File: src/rtl/simd_issue_if.sv
// Request, MAC and writeback signal bundle for the SIMD issue/sequencer stage.
// slave = the issue block, master = its environment (core, MAC unit, writeback).
interface simd_issue_if #(
  parameter int TAG_W = 5,
  parameter int LAT_W = 4
);
  logic             req_valid;
  logic             req_ready;
  logic [1:0]       req_op;
  logic [31:0]      req_a;
  logic [31:0]      req_b;
  logic [TAG_W-1:0] req_rd;

  logic [1:0]       mac_ctrl;
  logic [31:0]      mac_a;
  logic [31:0]      mac_b;
  logic             mac_valid_in;
  logic             mac_valid_out;
  logic [31:0]      mac_result;

  logic             resp_valid;
  logic             resp_ready;
  logic [31:0]      resp_data;
  logic [TAG_W-1:0] resp_rd;
  logic [LAT_W-1:0] resp_latency;
  logic             resp_err;
  logic             busy;

  modport slave (
    input  req_valid, req_op, req_a, req_b, req_rd,
    input  mac_valid_out, mac_result, resp_ready,
    output req_ready, mac_ctrl, mac_a, mac_b, mac_valid_in,
    output resp_valid, resp_data, resp_rd, resp_latency, resp_err, busy
  );

  modport master (
    output req_valid, req_op, req_a, req_b, req_rd,
    output mac_valid_out, mac_result, resp_ready,
    input  req_ready, mac_ctrl, mac_a, mac_b, mac_valid_in,
    input  resp_valid, resp_data, resp_rd, resp_latency, resp_err, busy
  );
endinterface

File: src/rtl/simd_issue.sv
// Issue/sequencer stage in front of the packed-SIMD MAC: holds operands, pulses the start,
// buffers one tagged response. Define SIMD_ISSUE_TIMEOUT_EN to add the WAIT-cycle timeout.
module simd_issue #(
  parameter int TAG_W   = 5,
  parameter int LAT_W   = 4,
  parameter int TIMEOUT = 12
) (
  input logic      clk,
  input logic      rst_n,
  simd_issue_if.slave bus
);

  typedef enum logic [1:0] {
    IDLE  = 2'd0,
    ISSUE = 2'd1,
    WAIT  = 2'd2,
    DRAIN = 2'd3
  } state_t;

`ifdef SIMD_ISSUE_TIMEOUT_EN
  localparam bit TMO_EN = 1'b1;
`else
  localparam bit TMO_EN = 1'b0;
`endif
  localparam logic [LAT_W-1:0] TMO_CNT = LAT_W'(TIMEOUT);

  state_t           state_q, state_d;
  logic [1:0]       op_p0;
  logic [31:0]      a_p0, b_p0;
  logic [TAG_W-1:0] rd_p0;
  logic [LAT_W-1:0] lat_p0;
  logic             vld_p1;
  logic [31:0]      data_p1;
  logic [TAG_W-1:0] rd_p1;
  logic [LAT_W-1:0] lat_p1;
  logic             accept, done_ok, done_tmo, tmo_hit;
  logic [LAT_W-1:0] lat_next;

  function automatic logic [LAT_W-1:0] sat_inc(input logic [LAT_W-1:0] v);
    return (&v) ? v : v + LAT_W'(1);
  endfunction

  assign lat_next      = sat_inc(lat_p0);
  assign tmo_hit       = TMO_EN && (lat_next == TMO_CNT);
  assign bus.req_ready = (state_q == IDLE) && (!vld_p1 || bus.resp_ready);
  assign accept        = bus.req_valid && bus.req_ready;

  always_comb begin
    state_d  = state_q;
    done_ok  = 1'b0;
    done_tmo = 1'b0;
    case (state_q)
      IDLE:  if (accept) state_d = ISSUE;
      ISSUE: state_d = WAIT;
      WAIT: begin
        if (bus.mac_valid_out) begin
          done_ok = 1'b1;
          state_d = DRAIN;
        end else if (tmo_hit) begin
          done_tmo = 1'b1;
          state_d  = DRAIN;
        end
      end
      // DRAIN gives the MAC one cycle to drop valid_out before the next start pulse
      DRAIN:   state_d = IDLE;
      default: state_d = IDLE;
    endcase
  end

  always_ff @(posedge clk) begin
    if (!rst_n) state_q <= IDLE;
    else        state_q <= state_d;
  end

  // ---- p0: operand hold, driven to the MAC for the whole computation
  always_ff @(posedge clk) begin
    if (!rst_n) begin
      op_p0 <= '0;
      a_p0  <= '0;
      b_p0  <= '0;
      rd_p0 <= '0;
    end else if (accept) begin
      op_p0 <= bus.req_op;
      a_p0  <= bus.req_a;
      b_p0  <= bus.req_b;
      rd_p0 <= bus.req_rd;
    end
  end

  always_ff @(posedge clk) begin
    if (!rst_n)                 lat_p0 <= '0;
    else if (accept)            lat_p0 <= '0;
    else if (state_q == WAIT)   lat_p0 <= lat_next;
  end

  // ---- p1: one-entry response buffer
  always_ff @(posedge clk) begin
    if (!rst_n) begin
      vld_p1  <= 1'b0;
      data_p1 <= '0;
      rd_p1   <= '0;
      lat_p1  <= '0;
    end else if (done_ok) begin
      vld_p1  <= 1'b1;
      data_p1 <= bus.mac_result;
      rd_p1   <= rd_p0;
      lat_p1  <= lat_next;
    end else if (done_tmo) begin
      vld_p1  <= 1'b1;
      data_p1 <= '0;
      rd_p1   <= rd_p0;
      lat_p1  <= TMO_CNT;
    end else if (vld_p1 && bus.resp_ready) begin
      vld_p1  <= 1'b0;
    end
  end

`ifdef SIMD_ISSUE_TIMEOUT_EN
  logic err_p1;
  always_ff @(posedge clk) begin
    if (!rst_n)        err_p1 <= 1'b0;
    else if (done_ok)  err_p1 <= 1'b0;
    else if (done_tmo) err_p1 <= 1'b1;
  end
  assign bus.resp_err = err_p1;
`else
  assign bus.resp_err = 1'b0;
`endif

  assign bus.mac_ctrl     = op_p0;
  assign bus.mac_a        = a_p0;
  assign bus.mac_b        = b_p0;
  assign bus.mac_valid_in = (state_q == ISSUE);
  assign bus.resp_valid   = vld_p1;
  assign bus.resp_data    = data_p1;
  assign bus.resp_rd      = rd_p1;
  assign bus.resp_latency = lat_p1;
  assign bus.busy         = (state_q != IDLE);

endmodule

File: src/flat_wrapper.sv
// flat-port wrapper written by rule: the top's interface ports become plain ports
module simd_issue_flat 
#(
  parameter int TAG_W   = 5,
  parameter int LAT_W   = 4,
  parameter int TIMEOUT = 12
)
  (clk, rst_n, bus_req_valid, bus_req_op, bus_req_a, bus_req_b, bus_req_rd, bus_mac_valid_out, bus_mac_result, bus_resp_ready, bus_req_ready, bus_mac_ctrl, bus_mac_a, bus_mac_b, bus_mac_valid_in, bus_resp_valid, bus_resp_data, bus_resp_rd, bus_resp_latency, bus_resp_err, bus_busy);
  simd_issue_if #(.TAG_W(TAG_W), .LAT_W(LAT_W)) bus_i ();
  input logic clk;
  input logic rst_n;
  input wire logic [$bits(bus_i.req_valid)-1:0] bus_req_valid;
  input wire logic [$bits(bus_i.req_op)-1:0] bus_req_op;
  input wire logic [$bits(bus_i.req_a)-1:0] bus_req_a;
  input wire logic [$bits(bus_i.req_b)-1:0] bus_req_b;
  input wire logic [$bits(bus_i.req_rd)-1:0] bus_req_rd;
  input wire logic [$bits(bus_i.mac_valid_out)-1:0] bus_mac_valid_out;
  input wire logic [$bits(bus_i.mac_result)-1:0] bus_mac_result;
  input wire logic [$bits(bus_i.resp_ready)-1:0] bus_resp_ready;
  output wire logic [$bits(bus_i.req_ready)-1:0] bus_req_ready;
  output wire logic [$bits(bus_i.mac_ctrl)-1:0] bus_mac_ctrl;
  output wire logic [$bits(bus_i.mac_a)-1:0] bus_mac_a;
  output wire logic [$bits(bus_i.mac_b)-1:0] bus_mac_b;
  output wire logic [$bits(bus_i.mac_valid_in)-1:0] bus_mac_valid_in;
  output wire logic [$bits(bus_i.resp_valid)-1:0] bus_resp_valid;
  output wire logic [$bits(bus_i.resp_data)-1:0] bus_resp_data;
  output wire logic [$bits(bus_i.resp_rd)-1:0] bus_resp_rd;
  output wire logic [$bits(bus_i.resp_latency)-1:0] bus_resp_latency;
  output wire logic [$bits(bus_i.resp_err)-1:0] bus_resp_err;
  output wire logic [$bits(bus_i.busy)-1:0] bus_busy;
  assign bus_i.req_valid = bus_req_valid;
  assign bus_i.req_op = bus_req_op;
  assign bus_i.req_a = bus_req_a;
  assign bus_i.req_b = bus_req_b;
  assign bus_i.req_rd = bus_req_rd;
  assign bus_i.mac_valid_out = bus_mac_valid_out;
  assign bus_i.mac_result = bus_mac_result;
  assign bus_i.resp_ready = bus_resp_ready;
  assign bus_req_ready = bus_i.req_ready;
  assign bus_mac_ctrl = bus_i.mac_ctrl;
  assign bus_mac_a = bus_i.mac_a;
  assign bus_mac_b = bus_i.mac_b;
  assign bus_mac_valid_in = bus_i.mac_valid_in;
  assign bus_resp_valid = bus_i.resp_valid;
  assign bus_resp_data = bus_i.resp_data;
  assign bus_resp_rd = bus_i.resp_rd;
  assign bus_resp_latency = bus_i.resp_latency;
  assign bus_resp_err = bus_i.resp_err;
  assign bus_busy = bus_i.busy;
  simd_issue #(.TAG_W(TAG_W), .LAT_W(LAT_W), .TIMEOUT(TIMEOUT)) u_core (.clk(clk), .rst_n(rst_n), .bus(bus_i));
endmodule
File: config.mk
export PLATFORM = sky130hd
export DESIGN_NAME = simd_issue_flat
export DESIGN_NICKNAME = d
export VERILOG_FILES = /design/src/rtl/simd_issue_if.sv /design/src/rtl/simd_issue.sv /design/src/flat_wrapper.sv
export SDC_FILE = /design/constraint.sdc
export NUM_CORES = 1
export LEC_CHECK = 0
export ABC_AREA = 0
export CORE_MARGIN = 8
export CORE_UTILIZATION = 46
export DETAILED_ROUTE_END_ITERATION = 16
export PLACE_DENSITY = 0.84
export SKIP_LAST_GASP = 1
export SYNTH_ARGS = -nofsm -noshare
export SYNTH_HDL_FRONTEND = slang
export SYNTH_SLANG_ARGS = --single-unit
File: constraint.sdc
create_clock -name clk -period 2.5 [get_ports clk]
set_input_delay 0.25 -clock clk [delete_from_list [all_inputs] [get_ports clk]]
set_output_delay 0.25 -clock clk [all_outputs]
set_load 0.005 [all_outputs]
==> results.tsv, run 1 <==
stage	metric	value	unit
outcome	status	complete, no violations	
placement	hpwl	10900	um
timing	report.final.slew_viol_count	0	
setup_path	crit_fanout	5	
setup_path	path_class	register to output port	
timing	finalSetupViolCount	0	
timing	tightestPinTransition	0.764	ns
floorplanning	die_area	14700	um2
timing	period_share	87.7	%
global_route	grt_pass1_vias	4838	
clock_tree	cts_buffers	17	
routing	vias_per_cell	5.30	
setup_path	crit_path_start_kind	register	
placement	finalWeightedCongestion	0.796	
setup_path	crit_family	buffers and inverters	
layout	syn_to_final_growth	51.0	%
routing	via_count	4742	
clock_tree	cts_max_level	4	
placement	pre_cts_ws	0.494	ns
flow_run	maxCapViolCount	0	
floorplanning	io_pins	220	
timing	skew	0.00601	ns
routing	first_iter_violations	374	
placement	port_buffers	218	
logic_synthesis	synth_cells	553	
logic_synthesis	syn_area	5090	um2
layout	layout.nets	854	
power_and_ir_drop	irDropWorstVdd	0.000569	V
floorplanning	num_rows	38	
global_route	gr-total-overflow	0	
worst_hold_path	hp-class	input pin to register	
logic_synthesis	ys_warn_count	0	
timing	rsz0062_at_grt	no	
routing	wirelength	15600	um
timing	fmax	456	MHz
setup_path	critPathMaxStageDelay	0.54	ns
setup_path	worstPathBufferInverterCount	3	
setup_path	cp_cell_sequence	inv_1 -> ha_1 -> inv_1 -> nor2_1 -> clkdlybuf4s50_1	
global_route	antenna_found_initial	0	
clock_tree	hold_buffers	0	
setup_path	cp_common_cell	inv_1	
layout	utilization	71.0	%
logic_synthesis	synth.ff_latch_count	119	
routing	drt_pass1_iterations	5	
clock_tree	path_clk_slew	0.06	ns
routing	drc_errors	0	
logic_synthesis	synthesis.nets	665	
timing	worst_slack	0.308	ns
global_route	track_usage	20.9	%
floorplanning	core-area	10800	um2
floorplanning	dieHeight	121	um
setup_path	required	2.25	ns
clock_tree	cts_num_sinks	119	
layout	drive_gt1_share	6.09	%
layout	diodes	0	
routing	drt-wirelength-per-cell	17.4	um
setup_path	crit_arrival	1.94	ns
setup_path	cp-end-kind	output port	
routing	ant_nets	0	
timing	slew_headroom	49.1	%
logic_synthesis	synth.distinct_cells	38	
timing	finalHoldViolCount	0	
clock_tree	clock_path_buffers	2	
setup_path	cpMaxStageDelayCell	clkdlybuf4s50_1	
clock_tree	cts-resized-gates	0	
power_and_ir_drop	power.leakage	0.00277	uW
global_route	grt_max_degree	73	
clock_tree	post_cts_buffers	0	
timing	layout_min_cycle_time	2.19	ns
power_and_ir_drop	power_density	944	nW/um2
logic_synthesis	synth.avg_cell_area	9.21	um2
global_route	grt_pass1_wl	24700	um
clock_tree	clock_latency	0.50	ns
clock_tree	cts_tree	yes	
floorplanning	initial_core_util	47.0	%
floorplanning	fp.dieW	121	um
logic_synthesis	yosysSeqAreaShare	46.8	%
clock_tree	clockRootBuffer	clkbuf_8	
timing	finalSetupTns	0	ns
power_and_ir_drop	power.total	7270	uW
[cells in the mapped netlist, drive strengths merged]
cell,n,area (um2)
a21oi,4,20.0
conb,1,3.75
o221a,2,31.3
o211ai,2,15.0
and2b,1,7.51
a311oi,2,23.8
clkbuf,22,153
a211oi,1,7.51
inv,4,15.0
ha,4,50.1
nor3,4,20.0
o21ai,77,389
nor2b,1,6.26
or2b,1,7.51
buf,33,384
dfxtp,119,2380
and3,2,12.5
mux2i,1,10.0
or3,1,6.26
nand2b,1,13.8
nor2,2,7.51
a21boi,110,826
nand2,80,305
and2,3,21.3
nand3,74,370
or2,1,6.26
[worst paths after layout]
path	from	endpoint	slack, ns	depth (start not counted)
worst min register to register	u_core.rd_p0[0]	u_core.bus.resp_rd[0]	0.45	2
worst max-delay path	u_core.state_q[0]	bus_req_ready	0.31	5
worst min-delay path	bus_mac_result[25]	u_core.bus.resp_data[25]	0.29	3
worst max register to register	u_core.state_q[0]	u_core.bus.mac_a[24]	0.64	6
[worst min-delay path, stage by stage]
cell and delay, ns:
clkdlybuf4s50_1 0.40, nand2_1 0.05, a21boi_1 0.05
[registers in the layout, summed over array words and instances (netlist names), 4 cells and up]
register	count
u_core.rd_p0	5
u_core.bus.mac_a	32
u_core.bus.resp_rd	5
u_core.bus.resp_data	32
u_core.lat_p0	4
u_core.bus.mac_b	32
u_core.bus.resp_latency	4
[cell type report]
cell class / instances / area (um2)
fill: 868 / 3150
tap: 140 / 175
timing repair buffer: 225 / 2250
sequential: 119 / 2380
inverter: 4 / 15.0
multi-input combinational: 375 / 2160
clock buffer: 25 / 494
clock inverter: 7 / 210
[cell usage in the layout (no fill, tap or decap), drive strengths merged]
cell type	Yosys	layout
conb	1	1
a311oi	2	2
mux2i	1	1
o221a	2	2
buf	33	8
a211oi	1	1
and2	3	3
or2	1	1
and3	2	2
clkbuf	22	25
inv	4	4
and2b	1	1
nand2	80	80
clkdlybuf4s50	0	217
or3	1	1
o211ai	2	2
a21oi	4	4
or2b	1	1
dfxtp	119	119
a21boi	110	110
o21ai	77	77
nor3	4	4
nor2b	1	1
nor2	2	2
ha	4	4
nand2b	1	1
nand3	74	74
bufinv	0	7
[through the flow]
stage	area [um2]	hold slack (ns)	cells
after CTS	7690	0.272	895
after detailed placement	6990	0.444	863
after global routing	7690	0.274	895
after global placement	6990	0.434	863
after floorplan	5090	0.385	553
final	7690	0.295	895
[logic make-up (layout without fill, tap and decap cells)]
| kind of cell | after synthesis | count (layout) | synth area share [%] |
|---|---|---|---|
| buffers and inverters | 59 | 261 | 10.8 |
| other | 1 | 1 | 0.0736 |
| adder cells (fa/ha/maj) | 4 | 4 | 0.982 |
| flip-flops | 119 | 119 | 46.8 |
| multiplexers | 1 | 1 | 0.196 |
| AND/OR/NAND/NOR | 171 | 171 | 15.4 |
| AO/OA/AOI/OAI | 198 | 198 | 25.8 |
[layer usage]
layer  GRT usage (%)  vias to the layer above  wire, um
met3            7.07                       17      1120
li1                -                     2294         -
met2            36.9                      157      8240
met5               0                        -         0
met4            8.02                        0       244
met1            22.6                     2274      5980
[power breakdown]
| group | leakage (uW) | internal [uW] | switching [uW] |
|---|---|---|---|
| Combinational | 0.00146 | 1040 | 981 |
| Clock | 0.000343 | 2060 | 802 |
| Sequential | 0.000970 | 2220 | 169 |
| Total | 0.00277 | 5310 | 1950 |
Note: power is estimated with default switching activity, not from simulation.
==> run 2: changes to the inputs <==
--- a/config.mk
+++ b/config.mk
@@ -6,7 +6,6 @@
 export NUM_CORES = 1
 export LEC_CHECK = 0
 export ABC_AREA = 0
-export CORE_MARGIN = 8
 export CORE_UTILIZATION = 46
 export DETAILED_ROUTE_END_ITERATION = 16
 export PLACE_DENSITY = 0.84
==> run 2 against run 1 <==
Routed wire length down 12%; worst setup slack worse by 0.0047 ns; sequential power about the same; maximum frequency down 0.22%; core utilization fell by 0.79 points; sequential share of layout area up 0.49 points; critical path type unchanged; highest routed layer unchanged.
==> results.tsv, run 2 (synthesis results as in run 1) <==
stage	metric	value	unit	change
clock_tree	clockRootBuffer	clkbuf_8		unchanged
global_route	grt_max_degree	73		unchanged
setup_path	r2r_end	u_core.bus.mac_b[31]		was u_core.bus.mac_a[24]
power_and_ir_drop	power_density	892	nW/um2	was 944 nW/um2
layout	diodes	0		unchanged
setup_path	r2r_slack	0.70	ns	was 0.64 ns
floorplanning	dieHeight	107	um	was 121 um
routing	wirelength	13700	um	was 15600 um
setup_path	crit_arrival	1.95	ns	was 1.94 ns
worst_hold_path	hp-class	input pin to register		unchanged
timing	finalHoldViolCount	0		unchanged
layout	finalNonFillerCells	895		unchanged
power_and_ir_drop	power.leakage	0.00271	uW	was 0.00277 uW
placement	port_buffers	218		unchanged
layout	regArea	2380	um2	unchanged
timing	finalSetupViolCount	0		unchanged
setup_path	cpMaxStageDelayCell	clkdlybuf4s50_1		unchanged
routing	first_iter_violations	228		was 374
setup_path	required	2.25	ns	about the same
timing	fmax	455	MHz	was 456 MHz
timing	slew_headroom	48.7	%	was 49.1%
layout	layout.nets	854		unchanged
setup_path	worstSetupEndpoint	bus_req_ready		unchanged
global_route	grt_pass1_vias	4429		was 4838
layout	utilization	70.2	%	was 71.0%
layout	multi_input_area	2160	um2	unchanged
floorplanning	die_area	11500	um2	was 14700 um2
worst_hold_path	holdPathStages	3		unchanged
setup_path	critPathMaxStageDelay	0.55	ns	was 0.54 ns
setup_path	rr_worst_depth	6		unchanged
timing	period_share	87.9	%	was 87.7%
timing	skew	0.00731	ns	was 0.00601 ns
outcome	status	complete, no violations		unchanged
setup_path	worstPathBufferInverterCount	3		unchanged
global_route	gr-total-overflow	0		unchanged
layout	drive_gt1_share	6.49	%	was 6.09%
floorplanning	fp.dieW	107	um	was 121 um
setup_path	cp-startpoint	u_core.state_q[0]		unchanged
clock_tree	path_clk_slew	0.06	ns	about the same
routing	via_count	4642		was 4742
clock_tree	post_cts_buffers	0		unchanged
layout	num-fill-cells	828		was 868
global_route	track_usage	23.8	%	was 20.9%
clock_tree	cts_tree	yes		unchanged
setup_path	cp_common_cell	inv_1		unchanged
setup_path	crit_path_start_kind	register		unchanged
setup_path	cp-end-kind	output port		unchanged
clock_tree	cts-resized-gates	0		unchanged
global_route	grt_pass1_wl	21400	um	was 24700 um
routing	vias_per_cell	5.19		was 5.30
floorplanning	io_pins	220		unchanged
floorplanning	initial_core_util	47.2	%	was 47.0%
placement	hpwl	9000	um	was 10900 um
setup_path	cp.depth	5		unchanged
routing	drt-wirelength-per-cell	15.3	um	was 17.4 um
placement	dp_cells	863		unchanged
floorplanning	num_rows	38		unchanged
setup_path	path_class	register to output port		unchanged
clock_tree	cts_num_sinks	119		unchanged
floorplanning	core-area	10800	um2	about the same
flow_run	maxCapViolCount	0		unchanged
clock_tree	cts_buffers	17		unchanged
routing	drt_pass1_iterations	5		unchanged
routing	ant_nets	0		unchanged
global_route	antenna_found_initial	0		unchanged
clock_tree	clock_latency	0.51	ns	was 0.50 ns
power_and_ir_drop	irDropWorstVdd	0.000461	V	was 0.000569 V
timing	rsz0062_at_grt	no		unchanged
clock_tree	clock_path_buffers	2		unchanged
layout	final_cell_mix	217 x clkdlybuf4s50_1, 119 x dfxtp_1, 107 x a21boi_1		unchanged
timing	layout_min_cycle_time	2.20	ns	was 2.19 ns
setup_path	crit_fanout	5		unchanged
timing	tightestPinTransition	0.769	ns	was 0.764 ns
setup_path	r2r_start	u_core.state_q[0]		unchanged
setup_path	crit_family	buffers and inverters		unchanged
setup_path	cp_cell_sequence	inv_1 -> ha_1 -> inv_1 -> nor2_1 -> clkdlybuf4s50_1		unchanged
clock_tree	hold_buffers	0		unchanged
layout	layout_commonest_cell	clkdlybuf4s50_1		unchanged
layout	syn_to_final_growth	48.7	%	was 51.0%
routing	drc_errors	0		unchanged
placement	finalWeightedCongestion	0.729		was 0.796
clock_tree	cts_max_level	4		unchanged
timing	report.final.slew_viol_count	0		unchanged
timing	finalSetupTns	0	ns	unchanged
==> run 2: cell types whose count changed in the layout (fill, tap and decap cells not counted), sizes merged <==
cell | before | now
bufinv | 7 | 3
clkbuf | 25 | 18
clkinv | 0 | 6
clkinvlp | 0 | 5
==> run 2: worst min-delay path by stage <==
stage                               end          startpoint  slack, ns
2_1_floorplan   u_core.bus.resp_data[0]   bus_mac_result[0]       0.38
3_3_place_gp      u_core.bus.resp_rd[3]     u_core.rd_p0[3]       0.43
3_5_place_dp      u_core.bus.resp_rd[1]     u_core.rd_p0[1]       0.44
4_1_cts         u_core.bus.resp_data[8]   bus_mac_result[8]       0.26
5_1_grt        u_core.bus.resp_data[28]  bus_mac_result[28]       0.27
6_report        u_core.bus.resp_data[8]   bus_mac_result[8]       0.28
==> run 2: worst reg2reg max path: stages (launching register included) <==
cell and delay, ns:
dfxtp_1 0.36, inv_1 0.07, ha_1 0.25, nand2_2 0.41
buf_12 0.29, o21ai_0 0.14, a21boi_0 0.20
==> run 2: cell type report <==
| cell class | instances | area share [%] |
|---|---|---|
| Sequential cell | 119 | 31.5 |
| Timing Repair Buffer | 225 | 29.8 |
| Multi-Input combinational cell | 375 | 28.5 |
| Clock buffer | 18 | 5.65 |
| Tap cell | 140 | 2.31 |
| Clock inverter | 14 | 2.08 |
| Inverter | 4 | 0.198 |
==> run 2: power breakdown <==
group          total [uW]  leakage (uW)  internal, uW  switching [uW]
Sequential           2380      0.000970          2220             167
Combinational        1990       0.00146          1040             953
Clock                2380      0.000278          1530             850
Total                6750       0.00271          4780            1970
==> run 2: layer usage <==
metal,part of all wire (%),wire length [um],vias up,track usage (%)
met3,6.6,896,31,6.26
met1,41,5670,2151,27.8
met5,0,0,-,0
li1,-,-,2301,-
met4,2.9,396,0,12.4
met2,49,6710,159,40.0
==> run 2: metrics by stage <==
stage,area (um2),hold WS (ns),power [uW],worst slack [ns]
floorplan,5090,0.385,3650,1.13
global placement,6990,0.433,4340,0.588
detailed placement,6990,0.439,4420,0.490
CTS,7570,0.263,6810,0.271
global route,7570,0.270,7120,0.146
finish,7570,0.284,6750,0.303
==> run 3: changes to the inputs <==
--- a/config.mk
+++ b/config.mk
@@ -9,7 +9,6 @@
 export CORE_UTILIZATION = 46
 export DETAILED_ROUTE_END_ITERATION = 16
 export PLACE_DENSITY = 0.84
-export SKIP_LAST_GASP = 1
 export SYNTH_ARGS = -nofsm -noshare
 export SYNTH_HDL_FRONTEND = slang
 export SYNTH_SLANG_ARGS = --single-unit
==> results of run 3 <==
Same layout as run 2: the final DEF is identical, and so are final timing and power.
